### src/rtl/aludec_pipe.sv
// RV32I ALU decoder with an ID->EX register; optional RV32M launch FSM under ALUDEC_RV32M_EN.
// Latency: one cycle from ID inputs to registered outputs; M ops keep md_busy high for MD_LATENCY cycles.
// Backpressure: flush > (md_busy | stall) hold > capture; md_busy tells the hazard unit to stall ID/IF.
module aludec_pipe #(
    parameter int CTRL_W     = 4,
    parameter int MD_LATENCY = 32
) (
    input  logic              clk,
    input  logic              reset,
    input  logic              id_valid,
    input  logic              opb5,
    input  logic [2:0]        funct3,
    input  logic              funct7b5,
    input  logic              funct7b0,
    input  logic [1:0]        ALUOp,
    input  logic              stall,
    input  logic              flush,
    output logic              ex_valid,
    output logic [CTRL_W-1:0] ALUControl_E,
    output logic              illegal_E,
    output logic              md_start,
    output logic [2:0]        md_op,
    output logic              md_busy,
    output logic              md_done
);

    localparam logic [3:0] ALU_ADD  = 4'b0000;
    localparam logic [3:0] ALU_SUB  = 4'b0001;
    localparam logic [3:0] ALU_AND  = 4'b0010;
    localparam logic [3:0] ALU_OR   = 4'b0011;
    localparam logic [3:0] ALU_XOR  = 4'b0100;
    localparam logic [3:0] ALU_SLT  = 4'b0101;
    localparam logic [3:0] ALU_SLTU = 4'b0110;
    localparam logic [3:0] ALU_SLL  = 4'b0111;
    localparam logic [3:0] ALU_SRL  = 4'b1000;
    localparam logic [3:0] ALU_SRA  = 4'b1001;

    logic [3:0] base_ctrl;
    logic [3:0] dec_ctrl;
    logic       dec_illegal;
    logic       dec_is_m;
    logic       capture;

    always_comb begin
        base_ctrl   = ALU_ADD;
        dec_illegal = 1'b0;
        case (ALUOp)
            2'b00: base_ctrl = ALU_ADD;
            2'b01: base_ctrl = ALU_SUB;
            2'b11: dec_illegal = 1'b1;
            default: begin
                case (funct3)
                    3'b000:  base_ctrl = (opb5 & funct7b5) ? ALU_SUB : ALU_ADD;
                    3'b001:  base_ctrl = ALU_SLL;
                    3'b010:  base_ctrl = ALU_SLT;
                    3'b011:  base_ctrl = ALU_SLTU;
                    3'b100:  base_ctrl = ALU_XOR;
                    3'b101:  base_ctrl = funct7b5 ? ALU_SRA : ALU_SRL;
                    3'b110:  base_ctrl = ALU_OR;
                    default: base_ctrl = ALU_AND;
                endcase
            end
        endcase
    end

`ifdef ALUDEC_RV32M_EN
    assign dec_is_m = (ALUOp == 2'b10) & opb5 & funct7b0 & ~funct7b5;
`else
    logic unused_funct7b0;
    assign unused_funct7b0 = funct7b0;
    assign dec_is_m        = 1'b0;
`endif

    // M ops drive the ALU as a plain add; the result comes from the M unit.
    assign dec_ctrl = dec_is_m ? ALU_ADD : base_ctrl;
    assign capture  = ~flush & ~md_busy & ~stall;

    always_ff @(posedge clk or negedge reset) begin
        if (!reset) begin
            ex_valid     <= 1'b0;
            ALUControl_E <= '0;
            illegal_E    <= 1'b0;
        end else if (flush) begin
            ex_valid     <= 1'b0;
            ALUControl_E <= '0;
            illegal_E    <= 1'b0;
        end else if (capture) begin
            ex_valid     <= id_valid;
            ALUControl_E <= CTRL_W'(dec_ctrl);
            illegal_E    <= dec_illegal;
        end
    end

`ifdef ALUDEC_RV32M_EN
    localparam int CNT_W = (MD_LATENCY > 1) ? $clog2(MD_LATENCY) : 1;

    typedef enum logic {MD_IDLE, MD_BUSY} md_state_t;

    md_state_t  state;
    md_state_t  state_nxt;
    logic [CNT_W-1:0] cnt;
    logic       m_launch;

    assign m_launch = capture & id_valid & dec_is_m;

    always_ff @(posedge clk or negedge reset) begin
        if (!reset) state <= MD_IDLE;
        else        state <= state_nxt;
    end

    always_comb begin
        state_nxt = state;
        case (state)
            MD_IDLE: if (m_launch) state_nxt = MD_BUSY;
            default: if (flush || cnt == '0) state_nxt = MD_IDLE;
        endcase
    end

    // The M unit runs independently of stall, so the counter ignores it.
    always_ff @(posedge clk or negedge reset) begin
        if (!reset) begin
            cnt      <= '0;
            md_start <= 1'b0;
            md_op    <= 3'b000;
        end else begin
            md_start <= m_launch;
            if (m_launch) begin
                cnt   <= CNT_W'(MD_LATENCY - 1);
                md_op <= funct3;
            end else if (flush) begin
                cnt <= '0;
            end else if (state == MD_BUSY && cnt != '0) begin
                cnt <= cnt - 1'b1;
            end
        end
    end

    always_comb begin
        md_busy = (state == MD_BUSY);
        md_done = (state == MD_BUSY) && (cnt == '0);
    end
`else
    assign md_start = 1'b0;
    assign md_op    = 3'b000;
    assign md_busy  = 1'b0;
    assign md_done  = 1'b0;
`endif

endmodule
### config.mk
export PLATFORM = sky130hd
export DESIGN_NAME = aludec_pipe
export DESIGN_NICKNAME = d
export VERILOG_FILES = /design/src/rtl/aludec_pipe.sv
export SDC_FILE = /design/constraint.sdc
export NUM_CORES = 1
export LEC_CHECK = 0
export ABC_AREA = 1
export BUFFER_PORTS_ARGS = -buffer_cell sky130_fd_sc_hd__clkbuf_2
export CAP_MARGIN = 20
export CORE_AREA = 2 2 39 41
export CTS_CLUSTER_SIZE = 30
export DETAILED_ROUTE_END_ITERATION = 6
export DIE_AREA = 0 0 41 43
export GPL_ROUTABILITY_DRIVEN = 0
export HOLD_SLACK_MARGIN = 0.12
export PLACE_DENSITY_LB_ADDON = 0.25
export REMOVE_ABC_BUFFERS = 1
export SYNTH_ARGS = -nofsm -noshare
export SYNTH_HDL_FRONTEND = slang
export SYNTH_SLANG_ARGS = --single-unit
### constraint.sdc
create_clock -name clk -period 0.85 [get_ports clk]
set_input_delay 0.1275 -clock clk [delete_from_list [all_inputs] [get_ports clk]]
set_output_delay 0.1275 -clock clk [all_outputs]
set_load 0.01 [all_outputs]
## Yosys cells after proc, flatten, opt, wreduce, memory -nomap -nowiden

Index checks and enable logic that the tools add are counted.

| cells by class | value |
|---|---|
| bitwise logic cells | 4 |
| reductions and logical operators | 4 |
| multiplexer cells | 11 |
| eq/ne operators | 8 |

Operators by type and width:

| cell | number |
|---|---|
| 4-bit case mux with 7 select lines | 1 |
| 3-bit equality test (second input constant) | 3 |
| 4-bit 2-to-1 mux | 2 |
| 4-bit case mux with 2 select lines | 1 |
| 1-bit 2-to-1 mux | 7 |
| 3-bit by 2-bit equality test with 1-bit output (second input constant) | 2 |
| 3-bit by 1-bit equality test with 1-bit output (second input constant) | 1 |
| 3-bit logical NOT | 1 |
| 1-bit AND | 2 |
| 2-bit by 1-bit equality test with 1-bit output (second input constant) | 1 |
| 2-bit equality test (second input constant) | 1 |
| 2-bit logical NOT | 1 |
| 1-bit inverter | 2 |
| 2-bit nonzero test | 1 |
| 2-bit OR reduction | 1 |

| storage, ports and cells | value |
|---|---|
| output and inout port bits | 12 |
| flip-flop bits (word level) | 6 |
| input bits | 13 |

## Longest topological paths before layout

| depth | value |
|---|---|
| depth after elaboration | 6 |
| mapped depth | 7 |
| mapped depth without buffers | 7 |

## Worst setup path before layout

Ideal clock, no wire load.

| timing | value |
|---|---|
| path type | reg2reg |
| from | register illegal_E (netlist name) |
| to | register illegal_E |
| required time | 0.728 ns |
| path slack | 0.139 ns |
| arrival | 0.589 ns |
| setup time | 0.122 ns |
| cell stages (with the launch flop) | 2 |
| path through | dfrtp_1 -> a32o_1 |

RTL lines:

| item | RTL line | source |
|---|---|---|
| to (signal assigned) | 90 | `illegal_E <= dec_illegal;` |
| to (decl) | 20 | `output logic illegal_E,` |

## Final worst setup path

| timing | value |
|---|---|
| from | register ALUControl_E[3] |
| to | output port ALUControl_E[3] |

RTL lines:

| item | RTL line | source |
|---|---|---|
| from (decl) | 19 | `output logic [CTRL_W-1:0] ALUControl_E,` |
| from (signal assigned) | 89 | `ALUControl_E <= CTRL_W'(dec_ctrl);` |

No word-level cell between the ends.

==> reports/results.txt <==
Final setup viols - 6
number of global-route vias before repair - 303
Worst EP required - 0.72 ns
leakage - 0.304 nW
DP Area - 450 um^2
failing checks - negative setup slack
DR pass1 iterations - 4
Met3 Wirelength - 55 um
TritonCTS clock tree - yes
port bufs - 17
wl on met1 - 283 um
Crit path arrival time - 0.74 ns
reg2reg setup slack - 0.06 ns
total number of yosys warnings - 0
syn avg cell area - 8.45 um^2
hold crit path type - in -> reg
Seq. cell area - 150 um^2
commonest cells after routing, fill and taps aside - clkbuf_2 (15), nand2_1 (13), dfrtp_1 (6), conb_1 (6), buf_4 (5)
Post-DP HPWL - 560 um
Worst Setup End Kind - primary output
wire length per cell - 8.20 um
CTS clock-pin slew for the worst setup and hold paths - 0.04 ns
design area - 520 um^2
commonest non-fill, non-tap cell in the layout - clkbuf_2
status - complete, but fails checks
total of max-cap violations - 0
Yosys reg bits - 6
via count - 353
Remaining Overflow, GRT - 0
placed insts - 76
DRC Markers - 0
fin. max-slew vios - 0
worst r2r src - illegal_E
wire length of the first global-routing pass - 1100 um
Worst Path Max Fanout - 2
mapped cell area - 372 um^2
Max Clock Skew - 0 ns
Synth cell types - 17
Worst Path Buf+Inv - 1
core area - 1380 um^2
P per Cell Area - 1340 nW/um^2
CP peak stage delay - 0.37 ns
root buffer cell - clkbuf_4
Hold Startpoint - id_valid
CP max stage cell - dfrtp_1
Sinks on Clock Net - 6
antenna-violating nets left - 0
# IOs - 25
chip height - 43 um
Final Hold Vio Count - 0
# diodes - 0
maximum clock insertion buffer count - 2
Max VDD drop - 0.335 mV
largest net degree at the start of global routing - 7
Site Rows - 14
number of CTS-inserted buffers - 3
CTS H-Tree Depth - 1
period utilization - 1.03
NumNets Final - 84
die area - 1760 um^2
vias per inst - 4.15
post-route setup slack - -0.0223 ns
layout cell share with drive strength beyond 1 - 0.435
synthesis-to-layout area growth - 40.1%
top sig layer - met4
GR Util All Layers - 0.0939
Peak Freq - 1150 MHz
Initial DRC Count - 6
final cell count without fillers - 85
antenna violations before repair - 0
met2 WL - 342 um
final WL - 697 um
area of the multi-input gates - 180 um^2
Gate Count Post-Synth - 44
CP Launch Point - ALUControl_E[3]
Starting Density - 0.269
CP startpoint kind - flop
cell family with most CP delay - flip-flops
Setup CP Type - reg -> out
RSZ-0062 raised after global routing - yes
worst skew pair latency - 0.24 ns
hold_ws - 0.127 ns
sequential-to-total area share from yosys stat - 0.404
Tmin final - 0.872 ns
# fillers - 156
Die W - 41 um
cell breakdown of the critical path - buf_2
[final timing paths]
path | endpoint | cells after the start
setup / recovery | ALUControl_E[3] | 1
hold reg to reg | ex_valid | 1
max in group asynchronous | illegal_E | 2
setup reg to reg | illegal_E | 2
min in group asynchronous | ALUControl_E[1] | 2
hold / removal | ex_valid | 2
[flip-flops by register name (all words and copies together), names as in the netlist]
name          flops
illegal_E         1
ex_valid          1
ALUControl_E      4
[through the flow]
step | setup slack (ns) | util | power (W) | TNS (ns)
5_1_grt | -0.0605 | 0.376 | 0.000742 | -0.268
3_3_place_gp | 0.00839 | 0.325 | 0.000430 | 0
6_report | -0.0223 | 0.376 | 0.000696 | -0.0829
3_5_place_dp | 0.00866 | 0.325 | 0.000431 | 0
4_1_cts | -0.0280 | 0.371 | 0.000712 | -0.129
2_1_floorplan | 0.139 | - | 0.000370 | 0
[cells in the mapped netlist]
library cell  instances  share of area
nor2_2                1          0.017
buf_4                 6           0.12
a21oi_2               1          0.024
o21a_2                1          0.024
nand2_1              13           0.13
a22o_1                1          0.024
xor2_1                1          0.024
mux2i_1               1          0.027
o31ai_1               1          0.020
a32o_1                1          0.027
nand3_2               1          0.027
conb_1                1          0.010
nor2_4                1          0.030
inv_1                 4          0.040
dfrtp_1               6           0.40
nor2_1                1          0.010
o21ai_1               3          0.040
[cells by family after synthesis]
logic type | synth area share
buf+inv | 0.162
flops | 0.404
compound gates | 0.158
mux | 0.0269
xor+xnor | 0.0236
other cells | 0.0101
simple gates | 0.215
[where the power goes]
part           switching (W)  internal [W]  total, W
registers         0.00000470      0.000297  0.000302
logic              0.0000769     0.0000609  0.000138
clock network      0.0000969      0.000159  0.000256
total               0.000179      0.000517  0.000696
[final cells by class]
type | instances | area share
multi-input cells | 33 | 0.346
well taps | 16 | 0.0385
inverters | 4 | 0.0288
flip-flops and latches | 6 | 0.288
repair buffers | 23 | 0.255
clock buffers | 3 | 0.0433
[metal layers]
metal,track usage,vias to the layer above
met5,0,-
met4,0.0800,0
met3,0.0314,2
met2,0.138,14
met1,0.102,152
li1,-,185
[repair_timing]
item | CTS | global route
hold buffers | 1 | 0
buffers inserted | 4 | 1
hold endpoints to repair | 6 | 0
gates cloned | 0 | 0
resized for setup | 0 | 2
endpoints found under the setup margin | 6 | 6
Power figures use the tool's default switching activity.
